--- src/rtl/down_count_monitor.sv ---
// down_count_monitor
// Watches the output of a down counter, locks onto a clean decrement
// sequence (modulo 2^WIDTH, so 0 -> max is legal) and flags deviations.
// Also reports wrap-arounds and keeps saturating wrap and error tallies.
// Every output comes straight from a register or from the state register.
module down_count_monitor #(
  parameter int WIDTH    = 3,
  parameter int SYNC_LEN = 2,
  parameter int WRAP_W   = 8,
  parameter int ERR_W    = 4
) (
  input  logic              clk,
  input  logic              rst,
  input  logic              en,
  input  logic [WIDTH-1:0]  count,
  output logic              locked,
  output logic              err,
  output logic              wrap,
  output logic [WRAP_W-1:0] wrap_cnt,
  output logic [ERR_W-1:0]  err_cnt,
  output logic [WIDTH-1:0]  expected
);

  typedef enum logic [1:0] {
    UNLOCKED = 2'd0,
    ACQUIRE  = 2'd1,
    LOCKED   = 2'd2
  } state_t;

  localparam logic [3:0] SYNC_LEN_L = 4'(SYNC_LEN);

  state_t              state, state_nx;
  logic [WIDTH-1:0]    prev, prev_nx;
  logic [WIDTH-1:0]    expected_nx;
  logic [3:0]          run, run_nx;
  logic                err_nx, wrap_nx;
  logic [WRAP_W-1:0]   wrap_cnt_nx;
  logic [ERR_W-1:0]    err_cnt_nx;

  logic [WIDTH-1:0]    prev_m1;
  logic [WIDTH-1:0]    count_m1;
  logic [3:0]          run_inc;
  logic                step_ok;

  // A step is valid only when count is exactly one below the previous sample;
  // WIDTH-bit arithmetic gives the 0 -> max wrap for free, and a repeat fails.
  assign prev_m1  = prev - WIDTH'(1);
  assign count_m1 = count - WIDTH'(1);
  assign run_inc  = run + 4'd1;
  assign step_ok  = (count == prev_m1);

  assign locked   = (state == LOCKED);

  // Next-state and next-output logic; everything holds unless en samples a value.
  always_comb begin
    state_nx    = state;
    prev_nx     = prev;
    run_nx      = run;
    expected_nx = expected;
    err_nx      = 1'b0;
    wrap_nx     = 1'b0;
    wrap_cnt_nx = wrap_cnt;
    err_cnt_nx  = err_cnt;

    if (en) begin
      case (state)
        UNLOCKED: begin
          prev_nx     = count;
          run_nx      = 4'd0;
          expected_nx = count_m1;
          state_nx    = ACQUIRE;
        end
        ACQUIRE: begin
          prev_nx     = count;
          expected_nx = count_m1;
          if (step_ok) begin
            run_nx = run_inc;
            if (run_inc == SYNC_LEN_L) begin
              state_nx = LOCKED;
            end
          end else begin
            run_nx = 4'd0;
          end
        end
        LOCKED: begin
          prev_nx     = count;
          expected_nx = count_m1;
          if (!step_ok) begin
            err_nx   = 1'b1;
            run_nx   = 4'd0;
            state_nx = ACQUIRE;
            if (err_cnt != '1) begin
              err_cnt_nx = err_cnt + ERR_W'(1);
            end
          end
        end
        default: begin
          state_nx    = UNLOCKED;
          run_nx      = 4'd0;
          expected_nx = '0;
        end
      endcase

      // A wrap is a valid step out of zero, seen whenever a previous sample exists.
      if ((state == ACQUIRE || state == LOCKED) && step_ok && (prev == '0)) begin
        wrap_nx = 1'b1;
        if (wrap_cnt != '1) begin
          wrap_cnt_nx = wrap_cnt + WRAP_W'(1);
        end
      end
    end
  end

  // State and output registers with synchronous reset taking priority over en.
  always_ff @(posedge clk) begin
    if (rst) begin
      state    <= UNLOCKED;
      prev     <= '0;
      run      <= 4'd0;
      expected <= '0;
      err      <= 1'b0;
      wrap     <= 1'b0;
      wrap_cnt <= '0;
      err_cnt  <= '0;
    end else begin
      state    <= state_nx;
      prev     <= prev_nx;
      run      <= run_nx;
      expected <= expected_nx;
      err      <= err_nx;
      wrap     <= wrap_nx;
      wrap_cnt <= wrap_cnt_nx;
      err_cnt  <= err_cnt_nx;
    end
  end

endmodule

--- config.mk ---
export PLATFORM = sky130hd
export DESIGN_NAME = down_count_monitor
export DESIGN_NICKNAME = d
export VERILOG_FILES = /design/src/rtl/down_count_monitor.sv
export SDC_FILE = /design/constraint.sdc
export NUM_CORES = 1
export LEC_CHECK = 0
export ABC_AREA = 0
export CAP_MARGIN = 20
export CORE_AREA = 2 2 54 56
export CTS_BUF_LIST = sky130_fd_sc_hd__clkbuf_8
export DETAILED_ROUTE_END_ITERATION = 8
export DIE_AREA = 0 0 56 58
export PLACE_DENSITY_LB_ADDON = 0.08
export SLEW_MARGIN = 25
export SYNTH_ARGS = -nofsm -noshare
export SYNTH_HDL_FRONTEND = slang
export SYNTH_SLANG_ARGS = --single-unit
--- constraint.sdc ---
create_clock -name clk -period 4.2 [get_ports clk]
set_input_delay 1.05 -clock clk [delete_from_list [all_inputs] [get_ports clk]]
set_output_delay 1.05 -clock clk [all_outputs]
set_load 0.01 [all_outputs]
==> results of run 1 <==
==> cells by family (layout without fill, tap and decap cells) <==
| family | Yosys count | count (layout) |
|---|---|---|
| simple gates | 69 | 69 |
| xor+xnor | 11 | 11 |
| fa+ha+maj | 11 | 11 |
| mux | 3 | 3 |
| buf+inv | 14 | 38 |
| flops | 26 | 26 |
| compound gates | 24 | 24 |
==> worst reg2reg max path: stages (launching register included) <==
cell,delay (ps)
dfxtp_1,400
inv_1,80
ha_1,210
ha_1,300
xor2_2,200
a41oi_1,510
nand3_1,210
or3_1,340
a21oi_1,150
==> sequential cells by signal, summed over array words and instances, names as in the netlist <==
signal    flops
wrap_cnt      8
err_cnt       4
run           4
expected      3
prev          3
state         2
err           1
wrap          1
==> final timing paths <==
path | end | depth (start not counted) | start | slack (ps)
max reg2reg | run[3] | 8 | prev[0] | 1730
max | run[3] | 6 | count[2] | 1390
min | expected[0] | 2 | expected[0] | 500
min reg2reg | expected[0] | 2 | expected[0] | 500
==> power by group through the flow <==
stage          sequential, mW  combinational, mW  clock (mW)
4_1_cts                 0.255             0.0600       0.212
2_1_floorplan           0.261             0.0394           0
5_1_grt                 0.256             0.0671       0.221
3_5_place_dp            0.261             0.0592           0
3_3_place_gp            0.260             0.0578           0
6_report                0.255             0.0594       0.208
==> layer usage <==
layer	vias to the layer above	global-route usage, %	wire [um]	share of wire (%)
met5	-	0	0	0
met4	0	6.463	30	1.1
met3	4	3.125	74	2.7
met2	21	28.74	1226	45
met1	540	25.60	1406	51
li1	591	-	-	-
==> cell usage in the layout, fill, tap and decap left out, drive strengths merged, types with 2 or more instances in the layout <==
master,synthesis,final
a21oi,10,10
a22oi,2,2
a41oi,2,2
and2,2,2
and3,4,4
clkbuf,2,3
clkdlybuf4s50,0,22
dfxtp,26,26
ha,11,11
inv,11,11
mux2,2,2
nand2,8,8
nand2b,2,2
nand3,6,6
nand4,4,4
nor2,30,30
nor3,5,5
o21ai,5,5
o41ai,2,2
xnor2,6,6
xor2,5,5
==> stage by stage <==
step / cell area [um2] / total power, mW / utilization, % / hold WS [ps]
final: 1699 / 0.5223 / 63.82 / 499.0
after global routing: 1699 / 0.5441 / 63.82 / 531.9
after CTS: 1704 / 0.5271 / 64.00 / 496.7
after detailed placement: 1633 / 0.3198 / 61.33 / 483.2
after global placement: 1633 / 0.3180 / 61.33 / 467.0
after floorplan: 1375 / 0.3005 / - / 454.0
==> final cells by class <==
type | instances | area, um2 | area share, %
multi-input combinational | 118 | 802.0 | 47.20
sequential | 26 | 520.5 | 30.63
timing repair buffer | 23 | 225.2 | 13.25
clock buffer | 3 | 41.29 | 2.430
inverter | 11 | 41.29 | 2.430
tap | 31 | 38.79 | 2.283
clock inverter | 1 | 30.03 | 1.767
==> flow_metrics.tcl, run 1 <==
set metrics [dict create \
    run_status "complete, no violations" \
    place_inst 209 \
    relSlewSlack_pct 55.44 \
    n_antenna_cell 0 \
    remaining_drc_errors 0 \
    slowest_delay_ps 510 \
    p_int_mw 0.4030 \
    track_usage_pct 18.29 \
    critPathBufInv 1 \
    synthAdderAreaFrac_pct 10.01 \
    grt_first_pass_wirelength_um 4774 \
    syn_inst 158 \
    avgSynthCellArea_um2 8.703 \
    finalHoldViolCount 0 \
    cts_tree "done" \
    die_w_um 56 \
    syn-num-nets 175 \
    cp.arrival_ps 3010 \
    setup_viol 0 \
    synth_seq_area_share_pct 37.85 \
    pre_cts_ws_ps 1109 \
    setup_tns_ps 0 \
    port_buffers 23 \
    yosys.area.top_type "dfxtp_1" \
    p_switching_mw 0.1193 \
    nets 200 \
    area.growth.synth_to_final_pct 23.57 \
    critPathLaunchType "primary input" \
    wirelength_um 2737 \
    crit_type "primary input to flip-flop" \
    grt_pass1_vias 1086 \
    synth-seq-cells 26 \
    synth-simple-area-share_pct 26.30 \
    dieArea_mm2 0.003248 \
    ys_warn_count 0 \
    grt_setup_unrepaired "no" \
    vias_per_cell 5.427 \
    yosys.area_share.xor_xnor_pct 8.644 \
    ctsResizeCount 0 \
    clk_pin_slew_ps 90 \
    clock_path_buffers 2 \
    post-cts-setup-buffers 0 \
    cp_max_fo 7 \
    min_period_ps 2807 \
    gp_congestion 0.7540 \
    rows 19 \
    hold_path.class "flip-flop to flip-flop" \
    start_util_pct 51.64 \
    cp_cell_sequence "clkdlybuf4s50_1, xor2_2, a41oi_1, nand3_1, or3_1, a21oi_1" \
    first_pass_iters 4 \
    yosysMostFrequentCell "nor2_1" \
    report.final.slew_viol_count 0 \
    synth_edf_count 0 \
    root_buffer "clkbuf_8" \
    maxCapViolations 0 \
    drtIter0Drc 48 \
    required_ps 4400 \
    die-height_um 58 \
    synth_top_area_share_pct 37.85 \
    max-vdd-ir-drop_uv 218.1 \
    cts_buffers 3 \
    num_vias 1156 \
    ant_nets 0 \
    routedWlPerCell_um 12.85 \
    netlist-cell-type-count 37 \
    synth.area.mux_share_pct 2.366 \
    h-tree-depth 1 \
    synth-async-reset-ratio_pct 0 \
    antenna_found_initial 0 \
    fin_crit_sh_pct 66.83 \
    pwr-share-seq_pct 48.8 \
    worstSetupEndpointType "flip-flop" \
    clk_latency_ps 270 \
    path_delay_family "compound AO/OA/AOI/OAI gates" \
    core_mm2 0.002663 \
    finalNonFillerCells 213 \
    worst_slew_pin_slew_ps 663.9 \
    setup_ws_ps 1393 \
    p_per_area_mw_per_mm2 307.4 \
    drive_gt1_share_pct 8.242 \
    place_hpwl_um 1929 \
    syn-cell-area_mm2 0.001375 \
    clock.fmax_mhz 356.2 \
    p_clk_share_pct 39.8 \
    leakagePower_nw 0.6344 \
    cts_hold_buf 0 \
    worst_path_max_delay_cell "a41oi_1" \
    fin_skew_ps 2.161 \
    clock-sinks 26 \
    synth_top_family_by_area "simple AND/OR/NAND/NOR gates" \
    synthTopCellsByArea "dfxtp_1, ha_1, nor2_1" \
    synth_compound_area_share_pct 11.01 \
    overflow 0 \
    pin_count 24 \
    fillers 240 \
    pwr-share-comb_pct 11.4 \
    swShare_pct 22.84 \
    grt_start_max_net_pins 30 \
    synth_ff_type "dfxtp_1" \
    synth_common_cells "nor2_1, dfxtp_1, ha_1, inv_1, a21oi_1" \
]
Note: power is estimated with default switching activity, not from simulation.
==> run 2, diff against run 1 <==
==> constraint.sdc (replaced) <==
create_clock -name clk -period 2.9 [get_ports clk]
set_input_delay 0.725 -clock clk [delete_from_list [all_inputs] [get_ports clk]]
set_output_delay 0.725 -clock clk [all_outputs]
set_load 0.01 [all_outputs]
==> run 2 against run 1 <==
Non-clock buffer count is 2 higher. Cell area is 0.22% higher. Register-to-register slack worse by 1300 ps. Count of clock-buffer cells in the layout is 1 higher. Sequential cell count stayed put. Die area stayed put. First-iteration DRC count is 23% lower. Setup slack worse by 980 ps. Critical endpoint unchanged. Largest power group unchanged.
==> flow_metrics.tcl, run 2 (same netlist as run 1, synthesis figures left out) <==
set metrics [dict create \
    run_status "complete, no violations" \
    routedWlPerCell_um 12.87 \
    cp.arrival_ps 2690 \
    max-vdd-ir-drop_uv 261.7 \
    min_period_ps 2490 \
    cp_max_fo 7 \
    regMostFlops "wrap_cnt" \
    track_usage_pct 19.06 \
    grt_first_pass_wirelength_um 4940 \
    crit_type "primary input to flip-flop" \
    report.final.slew_viol_count 0 \
    relSlewSlack_pct 58.55 \
    h-tree-depth 1 \
    vias_per_cell 5.409 \
    whs_ps 504.2 \
    clock.fmax_mhz 401.7 \
    critPathLaunchType "primary input" \
    fin_crit_sh_pct 85.85 \
    nets 202 \
    start_util_pct 51.64 \
    layout_top_registers "wrap_cnt x8, err_cnt x4, run x4" \
    setup_tns_ps 0 \
    remaining_drc_errors 0 \
    maxCapViolations 0 \
    drive_gt1_share_pct 8.696 \
    die-height_um 58 \
    ant_nets 0 \
    post-cts-setup-buffers 0 \
    area.growth.synth_to_final_pct 23.84 \
    die_w_um 56 \
    dieArea_mm2 0.003248 \
    grt_start_max_net_pins 19 \
    grt_pass1_vias 1157 \
    gp_congestion 0.7764 \
    mostFrequentLayoutCell "nor2_1" \
    cts_tree "done" \
    antenna_found_initial 0 \
    worst_slew_pin_slew_ps 619.8 \
    mostFrequentLayoutCells "nor2_1, dfxtp_1, clkdlybuf4s50_1" \
    hold_path.class "flip-flop to flip-flop" \
    clk_pin_slew_ps 90 \
    rows 19 \
    place_hpwl_um 2049 \
    required_ps 3100 \
    p_per_area_mw_per_mm2 408.0 \
    cts_buffers 3 \
    leakagePower_nw 0.6377 \
    grt_setup_unrepaired "no" \
    wirelength_um 2767 \
    finalHoldViolCount 0 \
    drtIter0Drc 37 \
    first_pass_iters 4 \
    largest_reg_flops 8 \
    pin_count 24 \
    root_buffer "clkbuf_8" \
    clock-sinks 26 \
    port_buffers 23 \
    worstSetupEndpointType "flip-flop" \
    cts_hold_buf 0 \
    setup_viol 0 \
    clk_latency_ps 270 \
    num_vias 1163 \
    core_mm2 0.002663 \
    n_antenna_cell 0 \
    fin_skew_ps 1.976 \
    clock_path_buffers 2 \
    ctsResizeCount 0 \
    overflow 0 \
]
## run 2: per-stage QoR
| step | setup slack (ps) | utilization [%] | instances | cell area, um2 | power, mW |
|---|---|---|---|---|---|
| finish | 410.3 | 63.96 | 215 | 1703 | 0.6947 |
| floorplan | 746.7 | - | 158 | 1375 | 0.4352 |
| CTS | 392.4 | 63.96 | 215 | 1703 | 0.7005 |
| detailed placement | 108.1 | 61.89 | 211 | 1648 | 0.4645 |
| global route | 233.0 | 63.96 | 215 | 1703 | 0.7291 |
| global placement | 242.8 | 61.89 | 211 | 1648 | 0.4615 |
## run 2: path summary, 6_finish.rpt
path                            cells after the start         from          end  slack (ps)
worst max register to register                      8      prev[0]       run[3]         430
worst min register to register                      2  wrap_cnt[6]  wrap_cnt[6]         500
worst max-delay path                                6     count[2]       run[3]         410
worst min-delay path                                2  wrap_cnt[6]  wrap_cnt[6]         500
## run 2: area by class of cell
| cell class | instances | area [um2] |
|---|---|---|
| multi-input cells | 118 | 802.0 |
| flip-flops and latches | 26 | 520.5 |
| repair buffers | 25 | 245.2 |
| clock buffers | 4 | 55.05 |
| fillers | 230 | 959.7 |
| inverters | 11 | 41.29 |
| well taps | 31 | 38.79 |
## run 2: power breakdown
| part | internal, mW | switching (mW) |
|---|---|---|
| registers | 0.364 | 0.00474 |
| logic | 0.0366 | 0.0503 |
| clock network | 0.122 | 0.117 |
| total | 0.522 | 0.172 |
## run 2: worst max-delay path, stage by stage
cell             delay (ps)
clkdlybuf4s50_1         490
xor2_2                  250
a41oi_1                 510
nand3_1                 210
or3_1                   340
a21oi_1                 150
## run 2: per-layer routing
layer / GRT usage (%) / part of all wire (%) / wire (um)
met1: 26.19 / 51 / 1408
met2: 30.76 / 45 / 1242
met3: 2.679 / 2.7 / 74
met4: 7.143 / 1.5 / 41
met5: 0 / 0 / 0
==> run 3, diff against run 2 <==
--- a/config.mk
+++ b/config.mk
@@ -9,6 +9,7 @@
 export CAP_MARGIN = 20
 export CORE_AREA = 2 2 54 56
 export CTS_BUF_LIST = sky130_fd_sc_hd__clkbuf_8
+export CTS_CLUSTER_SIZE = 30
 export DETAILED_ROUTE_END_ITERATION = 8
 export DIE_AREA = 0 0 56 58
 export PLACE_DENSITY_LB_ADDON = 0.08
==> results of run 3 <==
Final layout, timing and power as in run 2 (identical DEF).
